<file path="src/rtl/bcd_pkg.sv">
// Shared types and constants for the BCD stopwatch controller and its digit cells.
package bcd_pkg;

    localparam int unsigned BCD_W = 4;
    localparam logic [BCD_W-1:0] BCD_MAX = 4'd9;

    typedef enum logic [1:0] {
        IDLE,
        RUN,
        PAUSE
    } state_t;

endpackage

</file>
<file path="src/rtl/bcd_digit.sv">
// One decimal counter digit: counts 0..9 on inc and wraps to 0; at_max flags the value 9.
module bcd_digit
    import bcd_pkg::*;
(
    input  logic             clk,
    input  logic             reset_n,
    input  logic             clr,
    input  logic             inc,
    output logic [BCD_W-1:0] q,
    output logic             at_max
);

    always_ff @(posedge clk or negedge reset_n) begin
        if (!reset_n) begin
            q <= '0;
        end else if (clr) begin
            q <= '0;
        end else if (inc) begin
            q <= (q == BCD_MAX) ? '0 : q + 1'b1;
        end
    end

    assign at_max = (q == BCD_MAX);

endmodule

</file>
<file path="src/rtl/bcd_stopwatch_ctrl.sv">
// Stopwatch run control: start/stop/clear/lap FSM, tick prescaler and a rippled chain of
// BCD digits with a sticky overflow flag and a lap capture register.
module bcd_stopwatch_ctrl
    import bcd_pkg::*;
#(
    parameter int unsigned NUM_DIGITS = 4,
    parameter int unsigned TICK_DIV   = 10
) (
    input  logic                        clk,
    input  logic                        reset_n,
    input  logic                        start,
    input  logic                        stop,
    input  logic                        clear,
    input  logic                        lap,
    output logic [BCD_W*NUM_DIGITS-1:0] count,
    output logic [BCD_W*NUM_DIGITS-1:0] lap_value,
    output logic                        running,
    output logic                        overflow
);

    localparam int unsigned PW = (TICK_DIV > 1) ? $clog2(TICK_DIV) : 1;
    localparam logic [PW-1:0] PRE_LAST = PW'(TICK_DIV - 1);

    state_t                state;
    logic [PW-1:0]         prescaler;
    logic                  tick;
    logic [NUM_DIGITS-1:0] at_max;
    logic [NUM_DIGITS-1:0] inc;
    logic                  all_max;

    assign tick    = (state == RUN) && (prescaler == PRE_LAST);
    assign all_max = &at_max;

    // Digit k advances only when every lower digit is about to wrap.
    genvar k;
    generate
        for (k = 0; k < NUM_DIGITS; k++) begin : g_digit
            if (k == 0) begin : g_lsd
                assign inc[k] = tick;
            end else begin : g_upper
                assign inc[k] = inc[k-1] & at_max[k-1];
            end

            bcd_digit u_digit (
                .clk     (clk),
                .reset_n (reset_n),
                .clr     (clear),
                .inc     (inc[k]),
                .q       (count[BCD_W*k +: BCD_W]),
                .at_max  (at_max[k])
            );
        end
    endgenerate

    always_ff @(posedge clk or negedge reset_n) begin
        if (!reset_n) begin
            state     <= IDLE;
            prescaler <= '0;
            running   <= 1'b0;
            overflow  <= 1'b0;
            lap_value <= '0;
        end else if (clear) begin
            state     <= IDLE;
            prescaler <= '0;
            running   <= 1'b0;
            overflow  <= 1'b0;
            lap_value <= '0;
        end else begin
            // Captures the pre-increment count of this same edge.
            if (lap) begin
                lap_value <= count;
            end
            if (tick && all_max) begin
                overflow <= 1'b1;
            end
            case (state)
                IDLE: begin
                    prescaler <= '0;
                    if (start) begin
                        state   <= RUN;
                        running <= 1'b1;
                    end
                end
                RUN: begin
                    prescaler <= tick ? '0 : prescaler + 1'b1;
                    if (stop) begin
                        state   <= PAUSE;
                        running <= 1'b0;
                    end
                end
                PAUSE: begin
                    // Prescaler holds so a resumed run finishes the partial period.
                    if (start) begin
                        state   <= RUN;
                        running <= 1'b1;
                    end
                end
                default: begin
                    state     <= IDLE;
                    prescaler <= '0;
                    running   <= 1'b0;
                end
            endcase
        end
    end

endmodule

</file>
<file path="config.mk">
export PLATFORM = sky130hd
export DESIGN_NAME = bcd_stopwatch_ctrl
export DESIGN_NICKNAME = d
export VERILOG_FILES = /design/src/rtl/bcd_pkg.sv /design/src/rtl/bcd_digit.sv /design/src/rtl/bcd_stopwatch_ctrl.sv
export SDC_FILE = /design/constraint.sdc
export NUM_CORES = 1
export LEC_CHECK = 0
export CAP_MARGIN = 0
export CORE_UTILIZATION = 41
export CTS_CLUSTER_SIZE = 8
export DETAILED_ROUTE_END_ITERATION = 6
export PLACE_DENSITY = 0.65
export SYNTH_ARGS = -nofsm -noshare
export SYNTH_HDL_FRONTEND = slang
export SYNTH_SLANG_ARGS = --single-unit
</file>
<file path="constraint.sdc">
create_clock -name clk -period 4.74 [get_ports clk]
set_clock_uncertainty 0.2 [all_clocks]
set_input_delay 1.185 -clock clk [delete_from_list [all_inputs] [get_ports clk]]
set_output_delay 1.185 -clock clk [all_outputs]
set_load 0.05 [all_outputs]
</file>
; After elaboration in Yosys (flattened, before gate mapping)
; Index checks and enable logic that the tools add are counted.
[word_totals]
latchBits = 0
mem_count = 0
ramBits = 0
regBits = 40
out_inout_bits = 34
romBits = 0
[op_classes]
div = 0
muxes = 27
n_bitwise = 3
shifts = 0
n_lt_le_gt_ge = 0
add_sub_neg = 5
eq_ne = 10
n_reduce_logical = 12
multipliers = 0
[ops]
columns = operator, count
row1 = $mux 4, 14
row2 = $mux 16, 2
row3 = $add 4x1->4 const B, 5
row4 = $eq 4x4->1 const B, 5
row5 = $reduce_bool 2->1, 6
row6 = $pmux 4 s2, 1
row7 = $mux 2, 3
row8 = $mux 1, 5
row9 = $pmux 2 s2, 1
row10 = $reduce_and 4->1, 1
row11 = $and 1x1->1, 3
row12 = $ne 3x1->1 const B, 1
row13 = $ne 3x3->1 const B, 1
row14 = $eq 2x1->1 const B, 1
row15 = $eq 2x2->1 const B, 1
row16 = $logic_and 1x1->1, 2
row17 = $logic_not 2->1, 1
row18 = $ne 2x2->1 const B, 1
row19 = $pmux 1 s2, 1
row20 = $reduce_and 2->1, 1
row21 = $reduce_or 2->1, 1

; Logic depth before layout (Yosys ltp)
; Gate-level depths: netlist of the first run.
[depth]
ltp_word = 7
depth_mapped = 7
ltp_nobuf = 6

; Hierarchy
; A second synthesis of the first run with hierarchy kept.
[unflattened]
hier_cells = 195
hier_area_um2 = 2039.5
[modules_own_cells]
columns = mod, area_each_um2, seq_area_each_um2, cells_each, instances
row1 = bcd_stopwatch_ctrl, 1113.6, 600.6, 99, 1
row2 = bcd_digit, 231.5, 100.1, 24, 4

; Worst setup path before layout of the first run
; No wires, ideal clock.
[synth_path]
path_type = input to register
from = input lap
to = register lap_value[8]
arrival_time_ps = 2055
cell_stages = 4
setup_time_ps = 132
path_slack_ps = 2354
required_ps = 4408
n_path_buf = 2
cell_sequence = clkbuf_1 -> buf_2 -> mux2i_1 -> nor2_1
[synth_between]
elab_chain_cells = 1
[synth_rtl]
columns = element, line_no
row1 = start: declaration, bcd_stopwatch_ctrl.sv:14  ; input logic lap,
row2 = $reduce_bool 2->1 (no line), -
row3 = end signal: assignment, bcd_stopwatch_ctrl.sv:71  ; lap_value <= count;
row4 = end: declaration, bcd_stopwatch_ctrl.sv:16  ; output logic [BCD_W*NUM_DIGITS-1:0] lap_value,
; No other way between the ends.
; A chain may end at the register's enable or synchronous reset.

; Worst setup path after layout of the first run
[layout_path]
from = register g_digit[0].u_digit.q[0]
to = output count[0]
[layout_rtl]
columns = element, line_no
row1 = start: declaration, bcd_digit.sv:9  ; output logic [BCD_W-1:0] q,
row2 = start signal: assignment, bcd_digit.sv:19  ; q <= (q == BCD_MAX) ? '0 : q + 1'b1;
row3 = end: declaration, bcd_stopwatch_ctrl.sv:15  ; output logic [BCD_W*NUM_DIGITS-1:0] count,
; No word-level cell between the ends.

==> run metrics, run 1 <==
Most used DFF post-synth=dfrtp_1; unrepaired setup endpoints after global routing=no; syn_nets=roughly 210; I/O pin total=40; CTS Buf Count=5; data arrival time of the worst path=1.63 ns; GPL Wtd Cong=0.810; CTS tree=done; Syn Inst Count=192; largest net degree at the start of global routing=40; Worst Max-Slew Pin Slew=1.03 ns; Final Hold Viols=0; Area growth syn-to-layout=26.5%; Peak Freq=332 MHz; 1st-pass router iterations=6; Ys Warns=0; Final Net Count=247; area share of the largest cell type after synthesis=49.5%; WHS Endpoint=lap_value[10]; WP buf/inv=1; r2r worst-path depth=5; # H-tree levels=2; relative slew slack=between 30% and 40%; die area=0.00509 mm2; clock-pin slew on the worst setup and hold paths=0.08 ns; Synth Area in Adders=6.35%; Final setup viols=0; critical path class=flip-flop to primary output; failing checks=DRC; Max Slew Vio Count=0; HP Class=flip-flop to flip-flop; Reg2Reg Setup Slack=2.65 ns; CP max stage delay=0.85 ns; Top Family by Delay on Critical Path=buffers and inverters; vias in the first global route=between 1,000 and 1,500; Seq/Total Area, Yosys=49.5%; post-route setup TNS=0 ns; post-synthesis xor/xnor area fraction=0.888%; WL final=4100 um; Final ANT Viol Nets=0; Skew-Pair Late Insertion Delay=0.29 ns; # Max-Cap Violations=0; initial cell density of the core=44.1%; Power Density=roughly 240 mW/mm2; Core Rows=24; run status=complete, but fails checks; Syn Area/Cell=slightly above 10 um2; first-pass GRT wire length=7110 um; complex-gate fraction of the synthesized area=under 10%; post-synthesis sequential element count=39; FF-to-FF End=g_digit[3].u_digit.q[2]; dominant cell type by area after synthesis=dfrtp_1; IR drop worst, VDD=0.153 mV; # Post-CTS Setup Buffers=0; CP Launch Type=flip-flop; drc violations=3; Port Buffers=39; CP endpoint kind=primary output; Starting DRT DRC Count=between 70 and 80; Mapped Area=0.00197 mm2; cell chain of the critical path=clkdlybuf4s50_1; Hold Path Origin=lap_value[10]; # hold bufs at CTS=0; number of synthesized flops with an enable pin=0; WHS Path Cells=2; Pleak=approximately 1.1 nW; Max FO, Critical Path=7; GRT Util Overall=17.9%; clk sinks=39; RR Startpoint=g_digit[0].u_digit.q[0]; Die Ht=71.4 um; PostCTS Resize Cnt=0; Vias/cell=~5.5; DR WL/cell=14.4 um; detailed placement HPWL=between 2000 and 3000 um; fin util=55.7%; # diodes=0; minimum clock period=3.01 ns; via count=1,553; ys async rst share=100%; Clock Tree Buf Depth=2; mux share of post-synthesis cell area=9.14%; ranking of synthesized cells by area=dfrtp_1, mux2i_1, ha_1, nor2_1, a21oi_1; largest family of logic cells by synthesized area=simple AND/OR/NAND/NOR gates; total grt overflow=0; die width=slightly above 70 um; antenna violations before repair=0; fraction of layout cells with a size suffix above 1=a little under a tenth; Synth cell types=37; Clock Tree Root=clkbuf_8; slowest stage cell, crit path=clkdlybuf4s50_1; core area=0.00447 mm2; Final Cycle Share=63.6%; CP required=between 3 and 4 ns; Synth Area in Simple Gates=a little under a quarter
[power by group]
group	switching, mW	total [mW]	internal, mW	leakage, nW
logic	0.0234	0.0345	0.0111	0.523
registers	0.00204	0.336	0.334	0.543
clock network	0.116	0.236	0.119	0.0484
total	0.142	0.606	0.464	1.11
[per-layer routing]
metal | global-route usage, % | up-vias | share of wire [%] | wire length [um]
li1 | - | 755 | - | -
met1 | 25.9 | 766 | 49 | 2030
met2 | 26.5 | 26 | 46 | 1880
met3 | 3.38 | 6 | 2.9 | 117
met4 | 7.33 | 0 | 1.8 | 75
met5 | 0 | - | 0 | 0
[worst max-delay path by stage]
stage | from | cells past startpoint | slack, ns | endpoint
floorplan | lap | 4 | 2.35 | lap_value[8]
global placement | clear | 3 | 1.67 | lap_value[14]
detailed placement | clear | 3 | 1.65 | g_digit[2].u_digit.q[1]
CTS | g_digit[0].u_digit.q[0] | 1 | 1.73 | count[0]
global route | g_digit[1].u_digit.q[0] | 1 | 1.65 | count[4]
finish | g_digit[0].u_digit.q[0] | 1 | 1.73 | count[0]
[synth_stat cells (3+ instances only)]
cell      instances
mux2i_1          18
o21ai_0           4
nand2_1           5
or3_1             3
nor2_1           31
or3_2             3
clkbuf_1          4
a21oi_1          17
nor4_1            3
inv_1             8
dfrtp_1          39
nand3_1           8
ha_1             10
nor2b_1           4
nor3_1            4
and3b_2           3
buf_1             3
nand3b_1          3
[cells in the final DEF, fill, tap and decap left out, types with 3 or more instances in the layout]
cell type	netlist	routed
nand3_1	8	8
nor2b_1	4	4
clkbuf_8	0	6
o21ai_0	4	4
or3_1	3	3
ha_1	10	10
nor4_1	3	3
clkdlybuf4s50_1	0	38
nor2_1	31	31
nor3_1	4	4
inv_1	8	8
a21oi_1	17	17
dfrtp_1	39	39
nand2_1	5	5
or3_2	3	3
nand3b_1	3	3
mux2i_1	18	18
and3b_2	3	3
[sequential cells by signal, indices dropped and copies added (netlist names)]
name	cells
prescaler	4
lap_value	16
g_digit.u_digit.q	16
overflow	1
state	2
[cell type report]
type	count	area, um2
clock buffers	7	86.3
repair buffers	40	393
fillers	402	1980
well taps	52	65.1
inverters	8	30.0
multi-input cells	137	935
clock inverters	1	8.76
flip-flops and latches	39	976
[per-stage QoR]
| stage | power (mW) | setup WS [ns] | cell area (um2) | hold WS (ns) | instances |
|---|---|---|---|---|---|
| global route | 0.629 | 1.65 | 2490 | 0.352 | 284 |
| floorplan | 0.361 | 2.35 | 1970 | 0.335 | 192 |
| finish | 0.606 | 1.73 | 2490 | 0.323 | 284 |
| CTS | 0.613 | 1.73 | 2490 | 0.332 | 284 |
| global placement | 0.377 | 1.67 | 2400 | 0.303 | 276 |
| detailed placement | 0.378 | 1.65 | 2400 | 0.313 | 276 |
[cells by family (layout without fill, tap and decap cells)]
group | count (synthesis) | in the layout
AND/OR/NAND/NOR | 78 | 78
flip-flops | 39 | 39
AO/OA/AOI/OAI | 29 | 29
multiplexers | 18 | 18
buffers and inverters | 16 | 56
adder cells (fa/ha/maj) | 10 | 10
XOR/XNOR | 2 | 2
No activity file was read; power rests on OpenSTA's default activity.
==> run 2, diff against run 1 <==
- clock period: 4.74 -> 3 ns (I/O delays scaled with it)
==> run 2 against run 1 <==
  * The run still ends with DRC left
  * Non-clock buffer count grew 2
  * Die area unchanged
  * Via count decreased by 3.0%
  * First-iteration DRC count rose by 24%
  * Largest cell class unchanged
==> run metrics, run 2 (synthesis results as in run 1) <==
fin util=55.6%; Area growth syn-to-layout=26.1%; CP max stage delay=0.85 ns; CTS tree=done; WHS Endpoint=overflow; # Max-Cap Violations=0; Starting DRT DRC Count=about 90; area of the multi-input gates=935 um2; first-pass GRT wire length=6980 um; met1 Use GR=25.4%; met2 global-route usage=26.8%; Max Slew Vio Count=0; FF/Latch Area=976 um2; Hold Path Origin=overflow; core area=roughly 0.0045 mm2; global route hottest layer=met2; FF-to-FF End=g_digit[3].u_digit.q[2]; Top Registers=g_digit.u_digit.q (16), lap_value (16), prescaler (4); HP Class=flip-flop to flip-flop; RR Startpoint=g_digit[0].u_digit.q[0]; total grt overflow=0; cell chain of the critical path=clkdlybuf4s50_1; Final Hold Viols=0; Core Rows=24; Skew-Pair Late Insertion Delay=0.29 ns; drc violations=3; CP endpoint kind=primary output; die width=71.4 um; Clock Tree Buf Depth=2; WHS Path Cells=2; Worst Max-Slew Pin Slew=0.884 ns; vias in the first global route=1,463; detailed placement HPWL=between 2000 and 3000 um; Power Density=366 mW/mm2; critical path class=flip-flop to primary output; Port Buffers=39; Final ANT Viol Nets=0; Final Net Count=about 250; # H-tree levels=2; Die Ht=between 70 and 80 um; layout filler cell count=391; dpl cells=278; most common cell after layout, fill and taps aside=dfrtp_1; minimum clock period=2.57 ns; Finished Layout Cells=284; r2r worst-path depth=5; data arrival time of the worst path=1.62 ns; Vias/cell=5.30; # Post-CTS Setup Buffers=0; final worst slack=~0.43 ns; Final Cycle Share=85.7%; Tot Pwr=0.911 mW; # hold bufs at CTS=0; Max FO, Critical Path=7; 1st-pass router iterations=6; fraction of layout cells with a size suffix above 1=9.05%; Pleak=1.11 nW; relative slew slack=41.1%; CTS Buf Count=5; # diodes=0; PostCTS Resize Cnt=0; unrepaired setup endpoints after global routing=no; CP required=between 2 and 2.5 ns; WL final=4140 um; Place WS=0.742 ns; via count=between 1,500 and 2,000; grt met3 use=4.22%; antenna violations before repair=0; slowest stage cell, crit path=clkdlybuf4s50_1; clock-pin slew on the worst setup and hold paths=around 0.070 ns; post-route setup TNS=0 ns; Peak Freq=389 MHz; Top Family by Delay on Critical Path=buffers and inverters; DR WL/cell=14.6 um; largest net degree at the start of global routing=40; IR drop worst, VDD=0.246 mV; die area=0.00509 mm2; most frequent cells in the layout=dfrtp_1, clkdlybuf4s50_1, nor2_1; CP Launch Type=flip-flop; GPL Wtd Cong=around 0.80; GRT Util Overall=17.9%; clk sinks=39; run status=complete, but fails checks; Final setup viols=0; WP buf/inv=1; I/O pin total=40; Reg2Reg Setup Slack=0.93 ns; initial cell density of the core=44.1%; Clock Tree Root=clkbuf_8; failing checks=DRC
[run 2: metrics by stage]
| stage | hold slack [ns] | cell area, um2 |
|---|---|---|
| after global placement | 0.301 | 2410 |
| final | 0.322 | 2490 |
| after CTS | 0.331 | 2490 |
| after detailed placement | 0.315 | 2410 |
| after global routing | 0.357 | 2490 |
| after floorplan | 0.254 | 1970 |
[run 2: area by class of cell]
cell class | instances | area share (%)
multi-input cells | 137 | 37.6
well taps | 52 | 2.62
clock buffers | 6 | 2.92
inverters | 8 | 1.21
flip-flops and latches | 39 | 39.3
repair buffers | 42 | 16.4
[run 2: worst max-delay path by stage]
stage | cells past startpoint | slack, ns | endpoint | startpoint
2_1_floorplan | 5 | 0.77 | g_digit[3].u_digit.q[2] | g_digit[0].u_digit.q[0]
3_3_place_gp | 1 | 0.74 | count[3] | g_digit[0].u_digit.q[3]
3_5_place_dp | 3 | 0.74 | lap_value[10] | clear
4_1_cts | 1 | 0.43 | count[0] | g_digit[0].u_digit.q[0]
5_1_grt | 1 | 0.37 | count[3] | g_digit[0].u_digit.q[3]
6_report | 1 | 0.43 | count[3] | g_digit[0].u_digit.q[3]
[run 2: where the power goes]
| group | switching, mW | internal, mW |
|---|---|---|
| registers | 0.00298 | 0.528 |
| logic | 0.0377 | 0.0184 |
| clock network | 0.169 | 0.155 |
[run 2: metal layers]
metal  wire length, um  vias up
met4                72        0
met2              1820       22
li1                  -      755
met3               120        7
met5                 0        -
met1              2120      722
==> run 3, diff against run 2 <==
- CORE_UTILIZATION: 41 -> 40
- PLACE_DENSITY: 0.65 -> 0.64
- RECOVER_POWER: unset -> 25
==> run 3 against run 2 <==
  * Largest power group unchanged
  * The run still ends with DRC left
  * Non-clock buffer count is 1 higher
  * Critical path depth is the same
  * Power up 2.2%
  * First-iteration DRC count rose by 3.3%
  * Utilization decreased by 2.2 points
  * Highest routed layer unchanged
  * Final cell count grew 6.3%
  * Clock power increased by 6%
  * Design area up 1.3%
  * Critical path type unchanged
  * Routed wire length down 3.6%
==> run metrics, run 3 (synthesis results as in run 1) <==
dpl cells=294; unrepaired setup endpoints after global routing=no; Pint=~0.71 mW; Power Density=369 mW/mm2; Final Net Count=250; core area=between 0.004 and 0.005 mm2; initial cell density of the core=41.7%; most frequent cells in the layout=dfrtp_1, clkdlybuf4s50_1, nor2_1; clock-pin slew on the worst setup and hold paths=0.07 ns; drc violations=2; # hold bufs at CTS=0; slowest stage cell, crit path=clkdlybuf4s50_1; total grt overflow=0; Skew-Pair Late Insertion Delay=between 0.2 and 0.3 ns; HP Class=flip-flop to flip-flop; # Post-CTS Setup Buffers=0; Peak Freq=about 400 MHz; WP buf/inv=1; CP max stage delay=0.85 ns; most common cell after layout, fill and taps aside=dfrtp_1; WL final=3990 um; WHS Path Cells=2; layout filler cell count=about 440; cell chain of the critical path=clkdlybuf4s50_1; GPL Wtd Cong=0.734; part of the power in registers=57.0%; vias in the first global route=1,399; I/O pin total=40; M1 WL=2050 um; data arrival time of the worst path=1.62 ns; Final Hold Viols=0; Pleak=1.12 nW; 1st-pass router iterations=6; met3 WL=141 um; Area growth syn-to-layout=27.7%; CP Launch Type=flip-flop; Clock Power Share=36.9%; Combinational Power Share=6.1%; Finished Layout Cells=302; Clock Tree Buf Depth=2; post-route setup TNS=0 ns; largest net degree at the start of global routing=40; # Max-Cap Violations=0; # H-tree levels=2; die area=0.00521 mm2; Tot Pwr=0.930 mW; Top Family by Delay on Critical Path=buffers and inverters; switch share=23.7%; CP required=2.05 ns; Worst Max-Slew Pin Slew=between 0.9 and 1 ns; Die Ht=72.2 um; Sw Pwr=0.221 mW; Final Cycle Share=a little under nine tenths; Final ANT Viol Nets=0; CP endpoint kind=primary output; IR drop worst, VDD=0.239 mV; GRT Util Overall=17.0%; CTS tree=done; worst hold margin=approximately 0.32 ns; r2r worst-path depth=6; antenna violations before repair=0; Max FO, Critical Path=7; die width=72.2 um; DR WL/cell=~13 um; PostCTS Resize Cnt=0; failing checks=DRC; Top Registers=g_digit.u_digit.q (16), lap_value (16), prescaler (4); Final setup viols=0; relative slew slack=35.1%; Max Slew Vio Count=0; fraction of layout cells with a size suffix above 1=9.79%; run status=complete, but fails checks; CTS Buf Count=5; via count=1,523; Critical Path Stages=1; Port Buffers=39; Core Rows=25; # diodes=0; Max Used Layer=met4; Vias/cell=5.04; minimum clock period=~2.6 ns; Clock Tree Root=clkbuf_8; Starting DRT DRC Count=95; detailed placement HPWL=2660 um; critical path class=flip-flop to primary output; Met2 Routed Length=1720 um; clk sinks=39; first-pass GRT wire length=6780 um
run 3: cell count changes in the layout (fill, tap and decap cells not counted), sizes merged:
cell and change:
clkbuf +2, clkinv +1
run 3: final cells by class:
class	instances	area, um2	area share [%]
tap	67	83.8	3.33
inverter	8	30.0	1.19
timing repair buffer	43	413	16.4
clock inverter	1	5.00	0.199
multi-input combinational	137	935	37.1
clock buffer	7	76.3	3.03
sequential	39	976	38.7
run 3: stage by stage:
| stage | utilization (%) | setup WS (ns) | instance area (um2) |
|---|---|---|---|
| detailed placement | 51.7 | 0.689 | 2440 |
| CTS | 53.4 | 0.423 | 2520 |
| global route | 53.3 | 0.364 | 2520 |
| floorplan | - | 0.772 | 1970 |
| finish | 53.3 | 0.434 | 2520 |
| global placement | 51.7 | 0.707 | 2440 |
run 3: per-layer routing:
layer | vias up | track usage [%]
li1 | 756 | -
met3 | 8 | 3.33
met1 | 729 | 25.0
met5 | - | 0
met4 | 0 | 7.84
met2 | 30 | 24.1
run 3: final timing paths:
| path | from | end | slack [ns] |
|---|---|---|---|
| worst min-delay path | lap_value[15] | lap_value[15] | 0.32 |
| worst max register to register | g_digit[0].u_digit.q[1] | g_digit[3].u_digit.q[2] | 0.94 |
| min in group asynchronous | reset_n | g_digit[0].u_digit.q[1] | 0.49 |
| worst min register to register | lap_value[15] | lap_value[15] | 0.32 |
| max in group asynchronous | reset_n | g_digit[2].u_digit.q[0] | 1.51 |
| worst max-delay path | g_digit[0].u_digit.q[3] | count[3] | 0.43 |
run 3: power groups by stage:
stage	sequential (mW)	clock (mW)	combinational [mW]
global placement	0.541	0	0.0584
floorplan	0.544	0	0.0273
detailed placement	0.541	0	0.0584
CTS	0.530	0.356	0.0585
global route	0.531	0.377	0.0635
finish	0.531	0.343	0.0567
